`config.mk`:
```
export PLATFORM = sky130hd
export DESIGN_NAME = pipe_hazard_ctrl_flat
export DESIGN_NICKNAME = d
export VERILOG_FILES = /design/src/rtl/pipe_hazard_if.sv /design/src/rtl/pipe_hazard_ctrl.sv /design/src/flat_wrapper.sv
export SDC_FILE = /design/constraint.sdc
export NUM_CORES = 1
export LEC_CHECK = 0
export CAP_MARGIN = 15
export CORE_ASPECT_RATIO = 0.6
export CORE_UTILIZATION = 38
export CTS_CLUSTER_SIZE = 8
export DETAILED_ROUTE_END_ITERATION = 7
export PLACE_DENSITY_LB_ADDON = 0.08
export SLEW_MARGIN = 30
export SYNTH_ARGS = -nofsm -noshare
export SYNTH_HDL_FRONTEND = slang
export SYNTH_SLANG_ARGS = --single-unit
```
`constraint.sdc`:
```
create_clock -name clock -period 2.8 [get_ports clock]
set_input_delay 0.84 -clock clock [delete_from_list [all_inputs] [get_ports clock]]
set_output_delay 0.84 -clock clock [all_outputs]
set_load 0.03 [all_outputs]
```
`src/rtl/pipe_hazard_if.sv`:
```
// Hazard-control bus between the pipeline datapath (master) and the hazard
// controller (slave): decoded hazard sources in, stage enables/flushes and event counters out.
interface pipe_hazard_if #(
    parameter int CNT_W = 16
);
    logic [4:0]       id_rs;
    logic [4:0]       id_rt;
    logic             id_uses_rt;
    logic             ex_memread;
    logic [4:0]       ex_regdest;
    logic             ex_redirect;
    logic             mem_busy;
    logic             pc_en;
    logic             ifid_en;
    logic             ifid_flush;
    logic             idex_en;
    logic             idex_flush;
    logic             exmem_en;
    logic             memwb_en;
    logic [1:0]       state;
    logic [CNT_W-1:0] stall_cnt;
    logic [CNT_W-1:0] flush_cnt;
    logic [CNT_W-1:0] freeze_cnt;

    modport master (
        output id_rs, id_rt, id_uses_rt, ex_memread, ex_regdest, ex_redirect, mem_busy,
        input  pc_en, ifid_en, ifid_flush, idex_en, idex_flush, exmem_en, memwb_en,
        input  state, stall_cnt, flush_cnt, freeze_cnt
    );

    modport slave (
        input  id_rs, id_rt, id_uses_rt, ex_memread, ex_regdest, ex_redirect, mem_busy,
        output pc_en, ifid_en, ifid_flush, idex_en, idex_flush, exmem_en, memwb_en,
        output state, stall_cnt, flush_cnt, freeze_cnt
    );
endinterface

```
`src/rtl/pipe_hazard_ctrl.sv`:
```
// Five-stage pipeline hazard controller: load-use bubbles, redirect flushes and
// memory-wait freezes, with saturating event counters.
module pipe_hazard_ctrl #(
    parameter int LOAD_USE_STALL = 1,
    parameter int CNT_W          = 16
) (
    input  logic         clock,
    input  logic         reset,
    pipe_hazard_if.slave bus
);
    typedef enum logic [1:0] {
        RUN    = 2'd0,
        STALL  = 2'd1,
        FREEZE = 2'd2
    } state_e;

    localparam logic [1:0] REMAIN_INIT = 2'(LOAD_USE_STALL - 1);

    state_e           state_q, state_d;
    state_e           saved_q, saved_d;
    state_e           eff_state;
    logic [1:0]       remain_q, remain_d;
    logic [CNT_W-1:0] stall_cnt_q, stall_cnt_d;
    logic [CNT_W-1:0] flush_cnt_q, flush_cnt_d;
    logic [CNT_W-1:0] freeze_cnt_q, freeze_cnt_d;
    logic             lu;
    logic             pc_en, ifid_en, ifid_flush, idex_en, idex_flush, exmem_en, memwb_en;

    function automatic logic [CNT_W-1:0] sat_inc(input logic [CNT_W-1:0] v);
        return (&v) ? v : v + 1'b1;
    endfunction

    // Register $0 never creates a dependency.
    assign lu = bus.ex_memread && (bus.ex_regdest != 5'd0) &&
                ((bus.ex_regdest == bus.id_rs) ||
                 (bus.id_uses_rt && (bus.ex_regdest == bus.id_rt)));

    // Leaving FREEZE resumes the interrupted state's behaviour in the same cycle.
    assign eff_state = (state_q == FREEZE) ? saved_q : state_q;

    always_comb begin
        pc_en        = 1'b1;
        ifid_en      = 1'b1;
        ifid_flush   = 1'b0;
        idex_en      = 1'b1;
        idex_flush   = 1'b0;
        exmem_en     = 1'b1;
        memwb_en     = 1'b1;
        state_d      = state_q;
        saved_d      = saved_q;
        remain_d     = remain_q;
        stall_cnt_d  = stall_cnt_q;
        flush_cnt_d  = flush_cnt_q;
        freeze_cnt_d = freeze_cnt_q;

        if (reset) begin
            pc_en      = 1'b0;
            ifid_flush = 1'b1;
            idex_flush = 1'b1;
        end else if (bus.mem_busy) begin
            pc_en        = 1'b0;
            ifid_en      = 1'b0;
            idex_en      = 1'b0;
            exmem_en     = 1'b0;
            memwb_en     = 1'b0;
            freeze_cnt_d = sat_inc(freeze_cnt_q);
            state_d      = FREEZE;
            if (state_q != FREEZE) saved_d = state_q;
        end else if (eff_state == STALL) begin
            pc_en       = 1'b0;
            ifid_en     = 1'b0;
            idex_flush  = 1'b1;
            stall_cnt_d = sat_inc(stall_cnt_q);
            remain_d    = remain_q - 2'd1;
            state_d     = (remain_q == 2'd1) ? RUN : STALL;
        end else if (bus.ex_redirect) begin
            ifid_flush  = 1'b1;
            idex_flush  = 1'b1;
            flush_cnt_d = sat_inc(flush_cnt_q);
            state_d     = RUN;
        end else if (lu) begin
            pc_en       = 1'b0;
            ifid_en     = 1'b0;
            idex_flush  = 1'b1;
            stall_cnt_d = sat_inc(stall_cnt_q);
            if (LOAD_USE_STALL == 1) begin
                state_d = RUN;
            end else begin
                state_d  = STALL;
                remain_d = REMAIN_INIT;
            end
        end else begin
            state_d = RUN;
        end
    end

    always_ff @(posedge clock) begin
        if (reset) begin
            state_q      <= RUN;
            saved_q      <= RUN;
            remain_q     <= 2'd0;
            stall_cnt_q  <= '0;
            flush_cnt_q  <= '0;
            freeze_cnt_q <= '0;
        end else begin
            state_q      <= state_d;
            saved_q      <= saved_d;
            remain_q     <= remain_d;
            stall_cnt_q  <= stall_cnt_d;
            flush_cnt_q  <= flush_cnt_d;
            freeze_cnt_q <= freeze_cnt_d;
        end
    end

    assign bus.pc_en      = pc_en;
    assign bus.ifid_en    = ifid_en;
    assign bus.ifid_flush = ifid_flush;
    assign bus.idex_en    = idex_en;
    assign bus.idex_flush = idex_flush;
    assign bus.exmem_en   = exmem_en;
    assign bus.memwb_en   = memwb_en;
    assign bus.state      = state_q;
    assign bus.stall_cnt  = stall_cnt_q;
    assign bus.flush_cnt  = flush_cnt_q;
    assign bus.freeze_cnt = freeze_cnt_q;
endmodule

```
`src/flat_wrapper.sv`:
```
// flat-port wrapper written by rule: the top's interface ports become plain ports
module pipe_hazard_ctrl_flat 
#(
    parameter int LOAD_USE_STALL = 1,
    parameter int CNT_W          = 16
)
  (clock, reset, bus_id_rs, bus_id_rt, bus_id_uses_rt, bus_ex_memread, bus_ex_regdest, bus_ex_redirect, bus_mem_busy, bus_pc_en, bus_ifid_en, bus_ifid_flush, bus_idex_en, bus_idex_flush, bus_exmem_en, bus_memwb_en, bus_state, bus_stall_cnt, bus_flush_cnt, bus_freeze_cnt);
  pipe_hazard_if #(.CNT_W(CNT_W)) bus_i ();
  input  logic clock;
  input  logic reset;
  input wire logic [$bits(bus_i.id_rs)-1:0] bus_id_rs;
  input wire logic [$bits(bus_i.id_rt)-1:0] bus_id_rt;
  input wire logic [$bits(bus_i.id_uses_rt)-1:0] bus_id_uses_rt;
  input wire logic [$bits(bus_i.ex_memread)-1:0] bus_ex_memread;
  input wire logic [$bits(bus_i.ex_regdest)-1:0] bus_ex_regdest;
  input wire logic [$bits(bus_i.ex_redirect)-1:0] bus_ex_redirect;
  input wire logic [$bits(bus_i.mem_busy)-1:0] bus_mem_busy;
  output wire logic [$bits(bus_i.pc_en)-1:0] bus_pc_en;
  output wire logic [$bits(bus_i.ifid_en)-1:0] bus_ifid_en;
  output wire logic [$bits(bus_i.ifid_flush)-1:0] bus_ifid_flush;
  output wire logic [$bits(bus_i.idex_en)-1:0] bus_idex_en;
  output wire logic [$bits(bus_i.idex_flush)-1:0] bus_idex_flush;
  output wire logic [$bits(bus_i.exmem_en)-1:0] bus_exmem_en;
  output wire logic [$bits(bus_i.memwb_en)-1:0] bus_memwb_en;
  output wire logic [$bits(bus_i.state)-1:0] bus_state;
  output wire logic [$bits(bus_i.stall_cnt)-1:0] bus_stall_cnt;
  output wire logic [$bits(bus_i.flush_cnt)-1:0] bus_flush_cnt;
  output wire logic [$bits(bus_i.freeze_cnt)-1:0] bus_freeze_cnt;
  assign bus_i.id_rs = bus_id_rs;
  assign bus_i.id_rt = bus_id_rt;
  assign bus_i.id_uses_rt = bus_id_uses_rt;
  assign bus_i.ex_memread = bus_ex_memread;
  assign bus_i.ex_regdest = bus_ex_regdest;
  assign bus_i.ex_redirect = bus_ex_redirect;
  assign bus_i.mem_busy = bus_mem_busy;
  assign bus_pc_en = bus_i.pc_en;
  assign bus_ifid_en = bus_i.ifid_en;
  assign bus_ifid_flush = bus_i.ifid_flush;
  assign bus_idex_en = bus_i.idex_en;
  assign bus_idex_flush = bus_i.idex_flush;
  assign bus_exmem_en = bus_i.exmem_en;
  assign bus_memwb_en = bus_i.memwb_en;
  assign bus_state = bus_i.state;
  assign bus_stall_cnt = bus_i.stall_cnt;
  assign bus_flush_cnt = bus_i.flush_cnt;
  assign bus_freeze_cnt = bus_i.freeze_cnt;
  pipe_hazard_ctrl #(.LOAD_USE_STALL(LOAD_USE_STALL), .CNT_W(CNT_W)) u_core (.clock(clock), .reset(reset), .bus(bus_i));
endmodule
```
== After elaboration in Yosys (flattened, before gate mapping) ==
Cells that the tools add are included.
Widths: inputs -> output; s select.
Word-level totals
  word-level logic and storage cells: 62
  output and inout port bits: 57
  input port bits: 21
  flip-flop bits (word level): 54
Cells by class
  reductions and logical operators: 15
  bitwise gates (word level): 4
  equality and inequality tests: 7
  multiplexer cells: 25
  $add $sub $neg: 4
Operators with widths (number)
  $mux 16: 4
  $add 16x1->16 const B: 3
  $reduce_and 16->1: 3
  $mux 1: 18
  $eq 5x5->1: 2
  $mux 2: 3
  $reduce_and 2->1: 3
  $reduce_bool 5->1: 1
  $eq 2x1->1 const B: 2
  $not 1->1: 4
  $reduce_and 4->1: 1
  $logic_and 1x1->1: 3
  $reduce_and 3->1: 1
  $reduce_or 3->1: 1
  $eq 2x2->1 const B: 1
  $ne 2x1->1 const B: 1
  $ne 2x2->1 const B: 1
  $reduce_bool 2->1: 1
  $sub 2x1->2 const B: 1
  $logic_or 1x1->1: 1

== Depth between registers and ports, before layout ==
  depth after elaboration: 9
  gate-level depth with buffers: 9
  mapped depth without buffers: 7

== Worst setup path after synthesis ==
OpenSTA, ideal clock, no wires.
  path type: input to output
  start point: in bus_ex_regdest[3]
  end point: out bus_idex_flush
  stages on the path: 6
  buffers on the path: 0
  slack: -0.070 ns
  arrival: 2.030 ns
  required time: 1.960 ns
  path through: xor2_1 -> nor4_1 -> a32oi_1 -> nor2_1 -> nor3_1 -> o21bai_1
On the way
  cells in the longest elaborated chain, start to end: 9
  elaborated cells between the ends (all ways): 12
  those cells by class: 2 x eq/ne; 5 x mux; 5 x reduce/logical
RTL lines
  start, declared: line flat_wrapper.sv:15  | input wire logic [$bits(bus_i.ex_regdest)-1:0] bus_ex_regdest;
  $eq 5x5->1: line pipe_hazard_ctrl.sv:36  | (bus.id_uses_rt && (bus.ex_regdest == bus.id_rt)));
  $logic_and 1x1->1: line pipe_hazard_ctrl.sv:36
  $logic_or 1x1->1: line pipe_hazard_ctrl.sv:35  | ((bus.ex_regdest == bus.id_rs) ||
  $logic_and 1x1->1 (*): line pipe_hazard_ctrl.sv:34  | assign lu = bus.ex_memread && (bus.ex_regdest != 5'd0) &&
  $mux 1 (*): line pipe_hazard_ctrl.sv:81  | end else if (lu) begin
  $mux 1 (*): line pipe_hazard_ctrl.sv:76  | end else if (bus.ex_redirect) begin
  $mux 1 (*): line pipe_hazard_ctrl.sv:69  | end else if (eff_state == STALL) begin
  $mux 1 (*): line pipe_hazard_ctrl.sv:60  | end else if (bus.mem_busy) begin
  $mux 1 (*): line pipe_hazard_ctrl.sv:56  | if (reset) begin
  end, declared: line flat_wrapper.sv:22  | output wire logic [$bits(bus_i.idex_flush)-1:0] bus_idex_flush;
Every way passes the cells marked *; elsewhere a longest branch is shown, timed or not.

== Worst setup path in the final report ==
  start point: in bus_id_rt[1]
  end point: out bus_idex_flush
On the way
  cells in the longest elaborated chain, start to end: 9
RTL lines
  start, declared: line flat_wrapper.sv:12  | input wire logic [$bits(bus_i.id_rt)-1:0] bus_id_rt;
  $eq 5x5->1: line pipe_hazard_ctrl.sv:36
  $logic_and 1x1->1: line pipe_hazard_ctrl.sv:36
  $logic_or 1x1->1: line pipe_hazard_ctrl.sv:35
  $logic_and 1x1->1: line pipe_hazard_ctrl.sv:34
  $mux 1: line pipe_hazard_ctrl.sv:81
  $mux 1: line pipe_hazard_ctrl.sv:76
  $mux 1: line pipe_hazard_ctrl.sv:69
  $mux 1: line pipe_hazard_ctrl.sv:60
  $mux 1: line pipe_hazard_ctrl.sv:56
No other way between the ends.

==> results.txt <==
- Run status: finished, violations left
- The checks that failed: negative setup slack.
- Fraction of the mapped netlist area in simple logic gates: 0.3000
- Met2 wire length: 2806 µm
* CP required: between 1.5 and 2 ns
- Final setup skew: 0.004902 ns
* Adder and majority cell fraction of the synthesized area: 0.01872
* Time the worst path needs with I/O delays and setup: 3.049 ns
* Total global routing overflow: 0
- The worst-case IR drop observed on VDD is 238.2 µV.
- Routed met1 length: 3511 µm
- Initial antenna violation count: 0
* Routed WL: a little under 7000 µm
* # Max-Cap Violations: 0
- Syn Std Cell Area: 0.002674 mm²
- Number of violations reported at the end of detailed-routing iteration 0: 125
* Setup repair after global routing missed its margin: true
- P&R area growth vs syn: 43.57%
- Vias in the first global route: 2206
* Highest achievable clock rate: 328.0 MHz
* Capturing element of the worst setup path: bus_idex_flush
- Data on the critical path arrives at its endpoint at 2.21 ns.
- Slew Limit Headroom: 0.5877
- In this run, synthesis inferred 0 flip-flops with an integrated enable.
- In the routed design, unresolved DRC markers number 0.
* Cell repeated most along the worst path: sky130_fd_sc_hd__buf_6
* Overall Power: about 1.6 mW
- The critical path contains buffers and inverters numbering 3 combined.
- Via total after detailed routing: 2577
- Top area cells in the synthesized netlist: sky130_fd_sc_hd__dfxtp_1 40%, sky130_fd_sc_hd__xor2_1 8.2%, sky130_fd_sc_hd__nor2_1 6.6%, sky130_fd_sc_hd__nand3_1 4.9%, sky130_fd_sc_hd__a21oi_1 3.9%
- Entering global routing, the biggest net connects 47 pins.
- The number of hold buffers added after CTS was 0.
- Sequential area share after synthesis: 0.4043
- By area, the combinational part of the netlist is dominated by simple AND/OR/NAND/NOR gates.
* Final max-slew violation count: 0
- The share of synthesized area in the top cell type comes to 0.4043.
* Source of the critical timing path: bus_id_rt[1]
- The worst register-to-register path has a setup slack of 0.49 ns.
- Pre-CTS setup slack: -1.173 ns
- Once routing completed, OpenROAD measured the worst setup slack at -0.2488 ns.
- Dominant delay contributor by cell family on the critical path: simple AND/OR/NAND/NOR gates
* Insertion delay to the later sink of the worst-skew pair: 0.28 ns
* DIE WIDTH: 110.3 µm
* Met3 Wirelength: between 400 and 500 µm
- Slew at the pin closest to its max-slew limit: slightly above 0.6 ns
- The tightest min-delay check is of the reg -> reg type.
- Share of post-route cells with drive strength above 1: 0.1398
- Most frequently used flop master after synthesis: sky130_fd_sc_hd__dfxtp_1
- Cells after synthesis: 321
- Clock tree synthesis found a total of 54 sinks.
- Number of detailed-routing iterations run before antenna repair: 5
- The tree is rooted in a sky130_fd_sc_hd__clkbuf_16.
- Measured along the y axis, the die boundary spans 66.98 µm.
- Clock transition at the registers of the reported paths: 0.07 ns
- Cells along the critical path: buf_6, xor2_2, nor4_2, a32oi_2, buf_4, nor2_4, nor3_2, o21bai_2, buf_6
- Once detail routing completed, the nets flagged for antenna violations numbered 0.
- Core region area: 0.006734 mm²
* Number of storage elements in the synthesis netlist: 54
- After detailed routing, the average wire length per cell comes to 13.51 µm.
* Power density over the cells: 406.0 mW/mm²
* Initial Utilization: 0.3971
- Fin Hold WS: 0.5012 ns
* Xor/xnor share of the synthesized area: 0.1212
* Final Net Count: 439
- By count the netlist is led by 54 x sky130_fd_sc_hd__dfxtp_1, 47 x sky130_fd_sc_hd__nor2_1, 26 x sky130_fd_sc_hd__nand3_1.
- Die ar.: 0.007387 mm²
* Share of cell area taken by muxes after synthesis: 0.01919
* Cell taking the most area after synthesis: sky130_fd_sc_hd__dfxtp_1
- Async SR Flop Fraction: 0
- Average footprint of a synthesized cell: 8.330 µm²
- The first global-routing pass estimated 10760 µm of wire.
- For this design the static power due to leakage is around 1.4 nW.
- Number of antenna cells inserted: 0
* # rows: 23
- In this run the number of H-tree levels came out at 2.
* Period utilisation layout: 1.089
- After synthesis, the netlist uses 38 different library cells.
- TritonCTS clock tree: yes
* Count leader, synth: sky130_fd_sc_hd__dfxtp_1
* Worst reg2reg endpoint: u_core.bus.stall_cnt[11]$_SDFFE_PP0P_
- The count of buffers added on input and output ports is 77.
- Buffers inserted during clock tree synthesis total 5.
- 78 I/O pins were placed.
- During synthesis, Yosys emitted a total of 0 warnings.
- The number of hold-slack violations in the final timing report came to 0.
* Area fraction in compound gates after synthesis: 0.09874
- The worst setup path is captured at an output pin.
- Setup violations remaining at the end of the flow were counted as 3.
- The largest individual stage delay along the critical path comes from the cell sky130_fd_sc_hd__nor4_2.
- Routability-driven placement finished with a final weighted congestion of 0.7368.
- Clock buffer depth: 2
- The detailed router used layers up to and including met4.
- Crit path depth: 9
- Of all nets on the critical path, the largest fanout is 2.
- STA classifies the critical path startpoint as a primary input.
- Hpwl dp: 4834 µm
* Critical register-to-register path startpoint: u_core.bus.stall_cnt[0]$_SDFFE_PP0P_
- The critical path is of the in -> out type.
- Longest individual stage delay on the worst path: 0.33 ns
- The number of nets in the synthesized netlist is 346.
- Via density per instance: about 5.1
- The worst register-to-register path has a depth of 8.
* GRT Resource Usage Total: 0.1866
## layout by cell type (no fill, tap or decap), drive strengths merged, types with 3 or more instances in the layout
master         netlist  layout
dfxtp               54      54
clkdlybuf4s50        0      53
nor2                47      47
buf                  6      37
nand3               26      26
xor2                25      25
a21oi               21      21
o21ai               18      18
nand2               16      16
or3                 16      16
xnor2               12      12
nand4               12      12
and3                 9       9
nor3                 9       9
dlygate4sd2          0       7
clkbuf               7       7
inv                  5       5
nor2b                4       4
and4                 4       4
mux2i                4       4
ha                   4       4
nand2b               3       3
or4                  3       3
## stage by stage
step             util  TNS [ns]  instances  cell area [µm²]
2_1_floorplan       -  -0.03482        321             2680
3_3_place_gp   0.5353    -7.172        491             3605
3_5_place_dp   0.5353    -7.442        491             3605
4_1_cts        0.5687   -0.5197        502             3830
5_1_grt        0.5700   -0.9545        502             3839
6_report       0.5700   -0.6513        502             3839
## flip-flops by register name, indices dropped and copies added (netlist names)
name,count
u_core.bus.flush_cnt,16
u_core.remain_q,2
u_core.bus.state,2
u_core.bus.stall_cnt,16
u_core.saved_q,2
u_core.bus.freeze_cnt,16
## worst min-delay path by stage
stage / start / end / slack [ns] / cells after the start
3_3_place_gp: u_core.bus.flush_cnt[8]$_SDFFE_PP0P_ / u_core.bus.flush_cnt[8]$_SDFFE_PP0P_ / 0.49 / 2
4_1_cts: u_core.bus.flush_cnt[8]$_SDFFE_PP0P_ / u_core.bus.flush_cnt[8]$_SDFFE_PP0P_ / 0.50 / 2
6_report: u_core.bus.flush_cnt[8]$_SDFFE_PP0P_ / u_core.bus.flush_cnt[8]$_SDFFE_PP0P_ / 0.50 / 2
2_1_floorplan: u_core.saved_q[1]$_SDFFE_PP0P_ / u_core.saved_q[1]$_SDFFE_PP0P_ / 0.49 / 2
3_5_place_dp: u_core.bus.flush_cnt[8]$_SDFFE_PP0P_ / u_core.bus.flush_cnt[8]$_SDFFE_PP0P_ / 0.49 / 2
5_1_grt: u_core.saved_q[1]$_SDFFE_PP0P_ / u_core.saved_q[1]$_SDFFE_PP0P_ / 0.53 / 2
## worst register-to-register path, stage by stage (launching register included)
cell                      delay (ns)
sky130_fd_sc_hd__dfxtp_1        0.36
sky130_fd_sc_hd__ha_1           0.28
sky130_fd_sc_hd__nand4_1        0.10
sky130_fd_sc_hd__or4_1          0.15
sky130_fd_sc_hd__or4b_1         0.43
sky130_fd_sc_hd__o21a_2         0.27
sky130_fd_sc_hd__buf_4          0.17
sky130_fd_sc_hd__or3_1          0.34
sky130_fd_sc_hd__a21oi_1        0.14
## cell type report
class / count / area, µm²
inverters: 5 / 18.77
flip-flops and latches: 54 / 1081
repair buffers: 99 / 917.1
clock buffers: 7 / 142.6
multi-input cells: 249 / 1565
clock inverters: 1 / 5.005
well taps: 87 / 108.9
fillers: 635 / 2895
## cell families (layout without fill, tap and decap cells)
kind of cell / after synthesis / after routing
adders and majority gates: 4 / 4
DFF: 54 / 54
and+or+nand+nor: 156 / 156
buffers and inverters: 18 / 112
xor gates and xnor gates: 37 / 37
muxes: 5 / 5
AOI/OAI and AO/OA: 47 / 47
## report_power, final
part	switching (mW)	internal, mW	total, mW	leakage, nW
clock	0.265	0.355	0.621	0.0739
combinational	0.0843	0.0733	0.158	0.859
sequential	0.00692	0.774	0.780	0.436
## what timing repair did
action                     CTS  global route
setup endpoints to repair    4            10
pin swaps                   17             3
gates resized for setup     77             3
buffers inserted             4             0
## metal layers
layer / global-route usage / vias to the layer above
li1: - / 1316
met1: 0.2727 / 1192
met2: 0.2741 / 67
met3: 0.04501 / 2
met4: 0.03783 / 0
met5: 0 / -
(Power assumes the default switching activity.)
